$ cat config.mk
export PLATFORM = sky130hd
export DESIGN_NAME = multicycle_controller
export DESIGN_NICKNAME = d
export VERILOG_FILES = /design/src/rtl/multicycle_controller.sv
export SDC_FILE = /design/constraint.sdc
export NUM_CORES = 1
export LEC_CHECK = 0
export CAP_MARGIN = 0
export CORE_MARGIN = 1
export CORE_UTILIZATION = 35
export CTS_BUF_LIST = sky130_fd_sc_hd__clkbuf_4 sky130_fd_sc_hd__clkbuf_8 sky130_fd_sc_hd__clkbuf_16
export CTS_CLUSTER_DIAMETER = 80
export DETAILED_ROUTE_END_ITERATION = 7
export PLACE_DENSITY = 0.71
export SYNTH_ARGS = -nofsm -noshare
export SYNTH_HDL_FRONTEND = slang
export SYNTH_SLANG_ARGS = --single-unit
$ cat constraint.sdc
create_clock -name clk -period 2.1 [get_ports clk]
set_input_delay 0.315 -clock clk [delete_from_list [all_inputs] [get_ports clk]]
set_output_delay 0.315 -clock clk [all_outputs]
set_load 0.01 [all_outputs]
$ cat src/rtl/multicycle_controller.sv
// Multi-cycle RV32I control unit: Moore FSM with ALU and immediate decoders.
// Optional CTRL_BNE_EN macro adds bne support through the BEQ state.
module multicycle_controller (
  input  logic       clk,
  input  logic       reset,
  input  logic [6:0] op,
  input  logic [2:0] funct3,
  input  logic       funct7b5,
  input  logic       Zero,
  output logic [1:0] ImmSrc,
  output logic [1:0] ALUSrcA,
  output logic [1:0] ALUSrcB,
  output logic [1:0] ResultSrc,
  output logic       AdrSrc,
  output logic [2:0] ALUControl,
  output logic       IRWrite,
  output logic       PCWrite,
  output logic       RegWrite,
  output logic       MemWrite,
  output logic       illegal
);

  localparam logic [6:0] OP_LW   = 7'b0000011;
  localparam logic [6:0] OP_SW   = 7'b0100011;
  localparam logic [6:0] OP_R    = 7'b0110011;
  localparam logic [6:0] OP_I    = 7'b0010011;
  localparam logic [6:0] OP_BR   = 7'b1100011;
  localparam logic [6:0] OP_JAL  = 7'b1101111;

  typedef enum logic [3:0] {
    FETCH, DECODE, MEMADR, MEMREAD, MEMWB, MEMWRITE,
    EXECUTER, EXECUTEI, ALUWB, BEQ, JAL, ILLEGAL
  } state_t;

  state_t state, next;

  logic [1:0] aluop;
  logic       branch, pcupdate, irw, rw, mw, ill;
  logic       funct_ok, br_ok, taken;

  always_ff @(posedge clk) begin
    if (!reset) state <= FETCH;
    else        state <= next;
  end

  assign funct_ok = (funct3 == 3'b000) || (funct3 == 3'b010) ||
                    (funct3 == 3'b110) || (funct3 == 3'b111);

`ifdef CTRL_BNE_EN
  assign br_ok = (funct3 == 3'b000) || (funct3 == 3'b001);
  assign taken = funct3[0] ? ~Zero : Zero;
`else
  assign br_ok = (funct3 == 3'b000);
  assign taken = Zero;
`endif

  always_comb begin
    next      = state;
    ALUSrcA   = 2'b00;
    ALUSrcB   = 2'b00;
    ResultSrc = 2'b00;
    AdrSrc    = 1'b0;
    aluop     = 2'b00;
    branch    = 1'b0;
    pcupdate  = 1'b0;
    irw       = 1'b0;
    rw        = 1'b0;
    mw        = 1'b0;
    ill       = 1'b0;
    unique case (state)
      FETCH: begin
        irw = 1'b1; ALUSrcB = 2'b10; ResultSrc = 2'b10; pcupdate = 1'b1;
        next = DECODE;
      end
      DECODE: begin
        ALUSrcA = 2'b01; ALUSrcB = 2'b01;
        case (op)
          OP_LW, OP_SW: next = MEMADR;
          OP_R:         next = funct_ok ? EXECUTER : ILLEGAL;
          OP_I:         next = funct_ok ? EXECUTEI : ILLEGAL;
          OP_BR:        next = br_ok ? BEQ : ILLEGAL;
          OP_JAL:       next = JAL;
          default:      next = ILLEGAL;
        endcase
      end
      MEMADR: begin
        ALUSrcA = 2'b10; ALUSrcB = 2'b01;
        next = op[5] ? MEMWRITE : MEMREAD;
      end
      MEMREAD:  begin AdrSrc = 1'b1; next = MEMWB; end
      MEMWB:    begin ResultSrc = 2'b01; rw = 1'b1; next = FETCH; end
      MEMWRITE: begin AdrSrc = 1'b1; mw = 1'b1; next = FETCH; end
      EXECUTER: begin ALUSrcA = 2'b10; aluop = 2'b10; next = ALUWB; end
      EXECUTEI: begin ALUSrcA = 2'b10; ALUSrcB = 2'b01; aluop = 2'b10; next = ALUWB; end
      ALUWB:    begin rw = 1'b1; next = FETCH; end
      BEQ:      begin ALUSrcA = 2'b10; aluop = 2'b01; branch = 1'b1; next = FETCH; end
      JAL:      begin ALUSrcA = 2'b01; ALUSrcB = 2'b10; pcupdate = 1'b1; next = ALUWB; end
      ILLEGAL:  begin ill = 1'b1; next = ILLEGAL; end
      default:  next = FETCH;
    endcase
  end

  // Reset low must suppress every write in the same cycle, not just the next one.
  assign IRWrite  = reset & irw;
  assign RegWrite = reset & rw;
  assign MemWrite = reset & mw;
  assign PCWrite  = reset & (pcupdate | (branch & taken));
  assign illegal  = reset & ill;

  always_comb begin
    ALUControl = 3'b000;
    unique case (aluop)
      2'b01: ALUControl = 3'b001;
      2'b10: begin
        case (funct3)
          3'b000:  ALUControl = ({op[5], funct7b5} == 2'b11) ? 3'b001 : 3'b000;
          3'b010:  ALUControl = 3'b101;
          3'b110:  ALUControl = 3'b011;
          3'b111:  ALUControl = 3'b010;
          default: ALUControl = 3'b000;
        endcase
      end
      default: ALUControl = 3'b000;
    endcase
  end

  always_comb begin
    case (op)
      OP_SW:   ImmSrc = 2'b01;
      OP_BR:   ImmSrc = 2'b10;
      OP_JAL:  ImmSrc = 2'b11;
      default: ImmSrc = 2'b00;
    endcase
  end

endmodule

==> flow_summary.json, run 1 <==
{
  "status": "finished, violations left",
  "violations": "design-rule violations",
  "instances_no_fill": 153,
  "drcViolationCount": 3,
  "dp_cells": 146,
  "power_frac_comb": 0.828,
  "hpwl_um": 1460,
  "skew_ns": 0.00253,
  "reg2reg_slack_ns": 0.78,
  "switching_share": 0.435,
  "layout.cells.most_common": "clkdlybuf4s50_1",
  "path_clk_slew_ns": 0.04,
  "grt_setup_unrepaired": "no",
  "crit_path_start_kind": "register",
  "drv_slew": 0,
  "grt_util_all_layers": 0.207,
  "period_minus_slack_ns": 2.05,
  "wl_um": 1960,
  "reg_top3": "state: 4 flops",
  "synth-compound-area-share": 0.218,
  "start_util": 0.396,
  "syn_area_um2": 624,
  "required_ns": 1.78,
  "whs_ns": 0.524,
  "synth.yosys.seq_area_share": 0.128,
  "vias": 843,
  "drtPass1Iterations": 6,
  "min_path_type": "primary input to register",
  "cp_cell_sequence": "and2b_2 -> and2_1 -> ha_1 -> nor3_1 -> clkdlybuf4s15_1",
  "die_width_um": 44.2,
  "mostFrequentLayoutCells": "clkdlybuf4s50_1 (20), buf_4 (19), nor2_1 (10)",
  "top_register": "state",
  "peakVddDrop_v": 0.000934,
  "largest_reg_flops": 4,
  "cts_tree": "done",
  "power.clock.fraction": 0.072,
  "synthAdderAreaFrac": 0.0401,
  "grt_first_pass_wirelength_um": 3110,
  "clock_latency_ns": 0.24,
  "cp_max_fo": 3,
  "synth.net_count": 104,
  "timing.slew.headroom": 0.825,
  "path_class": "register to output pin",
  "drtIter0Drc": 13,
  "utilization": 0.702,
  "die_area_um2": 1960,
  "cpPeakStageDelay_ns": 0.34,
  "diodes": 0,
  "cts_inserted_buffers": 3,
  "cp.arrival_ns": 1.74,
  "globalplace.congestion": 0.811,
  "die_y_um": 44.2,
  "period_share": 0.976,
  "drv_cap": 0,
  "grt_start_max_net_pins": 12,
  "syn_to_final_growth_pct": 77.4,
  "coreArea_um2": 1580,
  "seqPwrFrac": 0.101,
  "drive_gt1_frac": 0.277,
  "worst_setup_path_end_kind": "output pin",
  "postSynthAreaPerCell_um2": 7.09,
  "leakage_nw": 0.523,
  "yosysWarnings": 0,
  "synthMuxAreaShare": 0,
  "final_nets": 155,
  "synth_cell_types": 40,
  "grt_overflow_total": 0,
  "powerDensity_nw_per_um2": 1190,
  "setup_viol": 0,
  "synth_xor_area_frac": 0.0281,
  "ios": 31,
  "htree_levels": 1,
  "finalSetupTns_ns": 0,
  "yosys.area_share.simple": 0.475,
  "cts_max_path_buffers": 2,
  "antenna_found_initial": 0,
  "stdcell_area_um2": 1110,
  "synth_top_family_by_area": "simple AND/OR/NAND/NOR gates",
  "cts.sinks": 4,
  "ys_seq_elements": 4,
  "row_count": 14,
  "place_area_um2": 1030,
  "switchingPower_mw": 0.576,
  "grt_pass1_vias": 780,
  "hold_viol_final": 0,
  "clock.fmax_ghz": 0.488,
  "synthCells": 88,
  "cts_root_buf": "clkbuf_4",
  "wl_per_cell_um": 12.8,
  "cp_slowest_cell": "dfxtp_1",
  "portBuffers": 30,
  "internal_power_mw": 0.747,
  "worst_pin_slew_ns": 0.259,
  "ant_nets": 0,
  "via_per_inst": 5.51
}
-- power groups by stage --
stage	logic, mW	clock network, mW	registers (mW)
floorplan	0.593	0	0.144
detailed placement	1.03	0	0.129
global route	1.18	0.0970	0.134
CTS	1.07	0.0959	0.132
finish	1.10	0.0950	0.133
global placement	1.01	0	0.127
-- final timing paths --
check | cells after the start | end | startpoint
max | 5 | ALUControl[1] | state[3]
max reg2reg | 6 | state[0] | state[3]
min | 3 | state[3] | reset
min reg2reg | 3 | state[3] | state[2]
-- cell usage after synthesis (all sizes together) --
cell type	instances	area [um2]
a211oi	1	7.51
and2	2	12.5
a21boi	1	7.51
a21o	1	7.51
a41oi	1	8.76
nor4	3	33.8
nand3b	4	30.0
inv	7	26.3
a21oi	7	38.8
nor2b	2	12.5
nand2	6	22.5
o32a	1	10.0
buf	3	30.0
xnor2	1	8.76
and4	1	8.76
nor3b	2	15.0
or3	2	12.5
nand4bb	1	11.3
and3	2	12.5
a31oi	1	6.26
dfxtp	4	80.1
xor2	1	8.76
nand3	2	10.0
o21ai	5	25.0
o41ai	1	16.3
clkbuf	2	12.5
a31o	1	8.76
ha	2	25.0
and2b	3	25.0
nand4	1	6.26
nor3	6	35.0
nor2	11	48.8
-- timing repair --
| action | 4_1_cts | 5_1_grt |
|---|---|---|
| endpoints found under the hold margin | 0 | 0 |
| endpoints found under the setup margin | 7 | 8 |
| pin swaps | 0 | 1 |
| setup buffers | 4 | 0 |
| gates resized for setup | 11 | 9 |
| hold buffers | 0 | 0 |
-- critical path: cells and delay by family (launching register included) --
family	cells	cell delay, ns
buffers and inverters	1	0.26
DFF	1	0.34
and+or+nand+nor	3	0.58
adders and majority gates	1	0.32
-- area by class of cell --
cell class,count,area (um2)
Multi-Input combinational cell,72,495
Fill cell,139,469
Sequential cell,4,80.1
Tap cell,16,20.0
Timing Repair Buffer,51,463
Clock buffer,3,22.5
Inverter,7,26.3
-- routing by layer --
metal | part of all wire | vias up | GRT usage
li1 | - | 416 | -
met1 | 0.42 | 390 | 0.254
met2 | 0.49 | 33 | 0.362
met3 | 0.079 | 4 | 0.0286
met4 | 0.014 | 0 | 0.0788
met5 | 0 | - | 0
-- metrics by stage --
stage	setup WS, ns	total power [mW]
6_report	0.0496	1.32
4_1_cts	0.00188	1.30
3_5_place_dp	-0.0979	1.16
5_1_grt	0.00380	1.42
2_1_floorplan	0.252	0.737
3_3_place_gp	-0.0598	1.14
-- logic make-up after synthesis --
group                    Yosys count
adder cells (fa/ha/maj)            2
AO/OA/AOI/OAI                     20
XOR/XNOR                           2
flip-flops                         4
AND/OR/NAND/NOR                   48
buffers and inverters             12
(Power assumes the default switching activity.)
==> run 2, diff against run 1 <==
--- a/config.mk
+++ b/config.mk
@@ -11,6 +11,7 @@
 export CTS_BUF_LIST = sky130_fd_sc_hd__clkbuf_4 sky130_fd_sc_hd__clkbuf_8 sky130_fd_sc_hd__clkbuf_16
 export CTS_CLUSTER_DIAMETER = 80
 export DETAILED_ROUTE_END_ITERATION = 7
+export GPL_TIMING_DRIVEN = 0
 export PLACE_DENSITY = 0.71
 export SYNTH_ARGS = -nofsm -noshare
 export SYNTH_HDL_FRONTEND = slang
==> run 2 against run 1 <==
The run now ends clean. Critical path depth grew 1. Largest cell class unchanged. Largest power group unchanged. Flip-flop and latch count unchanged. Power decreased by 2.9%. Sequential share of layout area grew 1.5 points. Fmax grew 0.35%. Worst hold slack lost 0.014 ns. First-iteration DRC count rose by 38%.
==> flow_summary.json, run 2 (synthesized netlist as in run 1, its figures left out) <==
{
  "hold_buffers": 0,
  "drive_gt1_frac": 0.288,
  "die_y_um": 44.2,
  "grt_pass1_vias": 706,
  "path_delay_family": "simple AND/OR/NAND/NOR gates",
  "vias": 771,
  "min_path_type": "primary input to register",
  "ios": 31,
  "clock_latency_ns": 0.24,
  "cpPeakStageDelay_ns": 0.34,
  "htree_levels": 1,
  "peakVddDrop_v": 0.000893,
  "die_area_um2": 1960,
  "whs_ns": 0.510,
  "period_share": 0.973,
  "cp_max_fo": 5,
  "status": "complete, no violations",
  "drv_slew": 0,
  "drv_cap": 0,
  "fillers": 144,
  "cts_root_buf": "clkbuf_4",
  "worst-path-buf-inv": 2,
  "grt_first_pass_wirelength_um": 3080,
  "required_ns": 1.78,
  "cts.sinks": 4,
  "cp.arrival_ns": 1.73,
  "cp_slowest_cell": "dfxtp_4",
  "grt_start_max_net_pins": 11,
  "powerDensity_nw_per_um2": 1210,
  "via_per_inst": 5.47,
  "period_minus_slack_ns": 2.04,
  "grt_overflow_total": 0,
  "leakage_nw": 0.471,
  "drtPass1Iterations": 6,
  "hold_viol_final": 0,
  "mostFrequentLayoutCells": "clkdlybuf4s50_1 (20), nor2_1 (9), buf_4 (6), a21oi_1 (6), nand2_1 (6)",
  "cts_max_path_buffers": 2,
  "antenna_found_initial": 0,
  "globalplace.congestion": 0.857,
  "setup_viol": 0,
  "path_class": "register to output pin",
  "top_register": "state",
  "die_width_um": 44.2,
  "final_nets": 143,
  "row_count": 14,
  "setup_slack_ns": 0.0567,
  "cts_inserted_buffers": 3,
  "worst_pin_slew_ns": 0.284,
  "skew_ns": 0.00625,
  "clock.fmax_ghz": 0.489,
  "cts_tree": "done",
  "place_ws_ns": -0.224,
  "hpwl_um": 1290,
  "grt_util_all_layers": 0.202,
  "largest_reg_flops": 4,
  "start_util": 0.396,
  "drtIter0Drc": 18,
  "crit_path_start_kind": "register",
  "wl_um": 1890,
  "coreArea_um2": 1580,
  "cp_cell_sequence": "and2b_2 -> nand3b_1 -> buf_4 -> ha_4 -> nor4_2 -> buf_2",
  "syn_to_final_growth_pct": 69.9,
  "multi_input_area_um2": 522,
  "ant_nets": 0,
  "diodes": 0,
  "timing.slew.headroom": 0.811,
  "wl_per_cell_um": 13.4,
  "worst_setup_path_end_kind": "output pin",
  "register_area_um2": 92.6,
  "utilization": 0.673,
  "layout.cells.most_common": "clkdlybuf4s50_1",
  "portBuffers": 30,
  "drcViolationCount": 0,
  "reg_top3": "state: 4 flops",
  "path_clk_slew_ns": 0.04
}
run 2: path summary, 6_finish.rpt:
kind / from / endpoint / depth (start not counted) / slack, ns
worst max register to register: state[3] / state[3] / 3 / 0.94
worst min-delay path: reset / state[0] / 3 / 0.51
worst max-delay path: state[1] / ALUControl[2] / 6 / 0.06
worst min register to register: state[1] / state[0] / 2 / 0.65
run 2: timing repair:
item                                    CTS  global route
resized for setup                        17            16
pin swaps                                 2             1
endpoints found under the setup margin    6             8
setup buffers                             3             2
run 2: metal layers:
metal / wire length, um / up-vias / track usage
met1: 875 / 350 / 0.266
met3: 156 / 0 / 0.0612
met2: 854 / 30 / 0.347
li1: - / 391 / -
met5: 0 / - / 0
met4: 0 / 0 / 0
run 2: cell type report:
type                       instances  share of cell area
inverter                           7              0.0248
multi-input combinational         72               0.492
tap                               16              0.0189
buffer                             4              0.0413
timing repair buffer              35               0.315
clock buffer                       3              0.0212
sequential                         4              0.0873
run 2: stage by stage:
stage	cells	area [um2]	setup TNS, ns	total power, mW
after floorplan	88	624	0	0.737
after global placement	134	945	-0.606	1.09
after detailed placement	134	945	-0.644	1.09
after CTS	139	990	0	1.23
after global routing	141	1060	-0.0204	1.38
final	141	1060	0	1.28
run 2: where the power goes:
part	total, mW	internal (mW)	switching, mW	leakage (nW)
Combinational	0.999	0.532	0.467	0.422
Sequential	0.186	0.129	0.0568	0.0352
Clock	0.0992	0.0641	0.0350	0.0138
run 2: worst register-to-register path: cells and delay by family (launching register included):
kind             cells  cell delay (ns)
flip-flops           1             0.36
AND/OR/NAND/NOR      1             0.41
AO/OA/AOI/OAI        2             0.30
==> run 3, diff against run 2 <==
--- a/config.mk
+++ b/config.mk
@@ -7,12 +7,12 @@
 export LEC_CHECK = 0
 export CAP_MARGIN = 0
 export CORE_MARGIN = 1
-export CORE_UTILIZATION = 35
+export CORE_UTILIZATION = 42
 export CTS_BUF_LIST = sky130_fd_sc_hd__clkbuf_4 sky130_fd_sc_hd__clkbuf_8 sky130_fd_sc_hd__clkbuf_16
 export CTS_CLUSTER_DIAMETER = 80
 export DETAILED_ROUTE_END_ITERATION = 7
 export GPL_TIMING_DRIVEN = 0
-export PLACE_DENSITY = 0.71
+export PLACE_DENSITY = 0.83
 export SYNTH_ARGS = -nofsm -noshare
 export SYNTH_HDL_FRONTEND = slang
 export SYNTH_SLANG_ARGS = --single-unit
==> run 3 against run 2 <==
Worst hold slack improved by 0.023 ns. Die area fell by 16%. Clock power fell by 2.8%. Fmax rose by 0.78%. Clock-buffer cell count did not move. Setup slack improved by 0.016 ns. Flip-flop and latch count did not move. Critical path type unchanged.
==> flow_summary.json, run 3 (synthesized netlist as in run 1, its figures left out) <==
{
  "status": "complete, no violations",
  "layout.cells.most_common": "clkdlybuf4s50_1",
  "setup_viol": 0,
  "skew_ns": 0.00106,
  "hpwl_um": 1400,
  "drtPass1Iterations": 4,
  "cp_cell_sequence": "and2b_2 -> and2_1 -> ha_1 -> nor2_1 -> dlygate4sd2_1",
  "reg2reg_slack_ns": 0.92,
  "antenna_found_initial": 0,
  "wl_um": 1900,
  "timing.slew.headroom": 0.807,
  "wl_per_cell_um": 13.9,
  "period_share": 0.965,
  "htree_levels": 1,
  "cts_inserted_buffers": 3,
  "stdcell_area_um2": 1000,
  "path_class": "register to output pin",
  "cts_root_buf": "clkbuf_4",
  "crit_path_start_kind": "register",
  "mostFrequentLayoutCells": "clkdlybuf4s50_1 (19), nor2_1 (9), a21oi_1 (6), nand2_1 (6)",
  "drv_cap": 0,
  "portBuffers": 30,
  "largest_reg_flops": 4,
  "powerDensity_nw_per_um2": 1220,
  "drcViolationCount": 0,
  "r2r_start": "state[0]",
  "clock.fmax_ghz": 0.493,
  "hold_viol_final": 0,
  "via_per_inst": 5.66,
  "globalplace.congestion": 0.820,
  "cts_tree": "done",
  "cp_max_fo": 7,
  "required_ns": 1.78,
  "worst_setup_path_end_kind": "output pin",
  "place_area_um2": 943,
  "cpPeakStageDelay_ns": 0.38,
  "whs_ns": 0.533,
  "top_register": "state",
  "diodes": 0,
  "drive_gt1_frac": 0.230,
  "die_area_um2": 1640,
  "grt_first_pass_wirelength_um": 2710,
  "cp.arrival_ns": 1.71,
  "multi_input_area_um2": 495,
  "register_area_um2": 86.3,
  "cts_max_path_buffers": 2,
  "row_count": 13,
  "peakVddDrop_v": 0.000859,
  "vias": 775,
  "p_total_mw": 1.22,
  "start_util": 0.468,
  "die_y_um": 40.6,
  "min_from": "reset",
  "grt_start_max_net_pins": 11,
  "drv_slew": 0,
  "ant_nets": 0,
  "period_minus_slack_ns": 2.03,
  "coreArea_um2": 1330,
  "worst_pin_slew_ns": 0.289,
  "min_path_type": "primary input to register",
  "leakage_nw": 0.478,
  "ios": 31,
  "path_clk_slew_ns": 0.04,
  "drtIter0Drc": 20,
  "final_nets": 140,
  "startpoint": "state[3]",
  "reg_top3": "state: 4 flops",
  "grt_util_all_layers": 0.243,
  "syn_to_final_growth_pct": 60.1,
  "die_width_um": 40.6,
  "cp_slowest_cell": "dfxtp_4",
  "grt_pass1_vias": 674,
  "grt_setup_unrepaired": "yes",
  "grt_overflow_total": 0,
  "clock_latency_ns": 0.24,
  "cts.sinks": 4,
  "fillers": 119
}
[run 3: area by class of cell]
cell class | count | area share
multi-input combinational | 72 | 0.496
timing repair buffer | 32 | 0.313
sequential | 4 | 0.0864
buffer | 4 | 0.0375
inverter | 7 | 0.0263
clock buffer | 3 | 0.0225
tap | 15 | 0.0188
[run 3: metrics by stage]
stage                     setup TNS [ns]  worst slack (ns)   util  std cells
final                                  0            0.0726  0.750        137
after global routing            -0.00611          -0.00564  0.750        137
after CTS                              0            0.0134  0.725        136
after detailed placement          -0.648            -0.245  0.707        133
after global placement            -0.577            -0.196  0.707        133
after floorplan                        0             0.252      -         88
[run 3: path summary, 6_finish.rpt]
check | to | cells after the start
worst max register to register | state[3] | 4
worst max-delay path | ALUControl[0] | 5
worst min-delay path | state[3] | 3
worst min register to register | state[3] | 3
[run 3: power breakdown]
part | leakage (nW) | total [mW] | switching (mW) | internal [mW]
logic | 0.430 | 0.943 | 0.465 | 0.479
clock network | 0.0138 | 0.0964 | 0.0324 | 0.0640
registers | 0.0345 | 0.177 | 0.0551 | 0.122
total | 0.478 | 1.22 | 0.552 | 0.665
[run 3: what timing repair did]
item / CTS / global route
setup endpoints to repair: 7 / 9
pin swaps: 2 / 2
gates resized for setup: 15 / 10
hold buffers: 0 / 0
setup buffers: 1 / 1
gates cloned: 0 / 0
[run 3: routing by layer]
metal,global-route usage,vias to the layer above,part of all wire
met1,0.271,352,0.43
li1,-,386,-
met5,0,-,0
met3,0.0667,0,0.084
met4,0.0417,0,0
met2,0.452,37,0.48
[run 3: worst max-delay path: cells and delay by family, from the launching register on]
kind / cells / cell delay (ns)
AND/OR/NAND/NOR: 3 / 0.51
flip-flops: 1 / 0.38
adder cells (fa/ha/maj): 1 / 0.33
buffers and inverters: 1 / 0.27
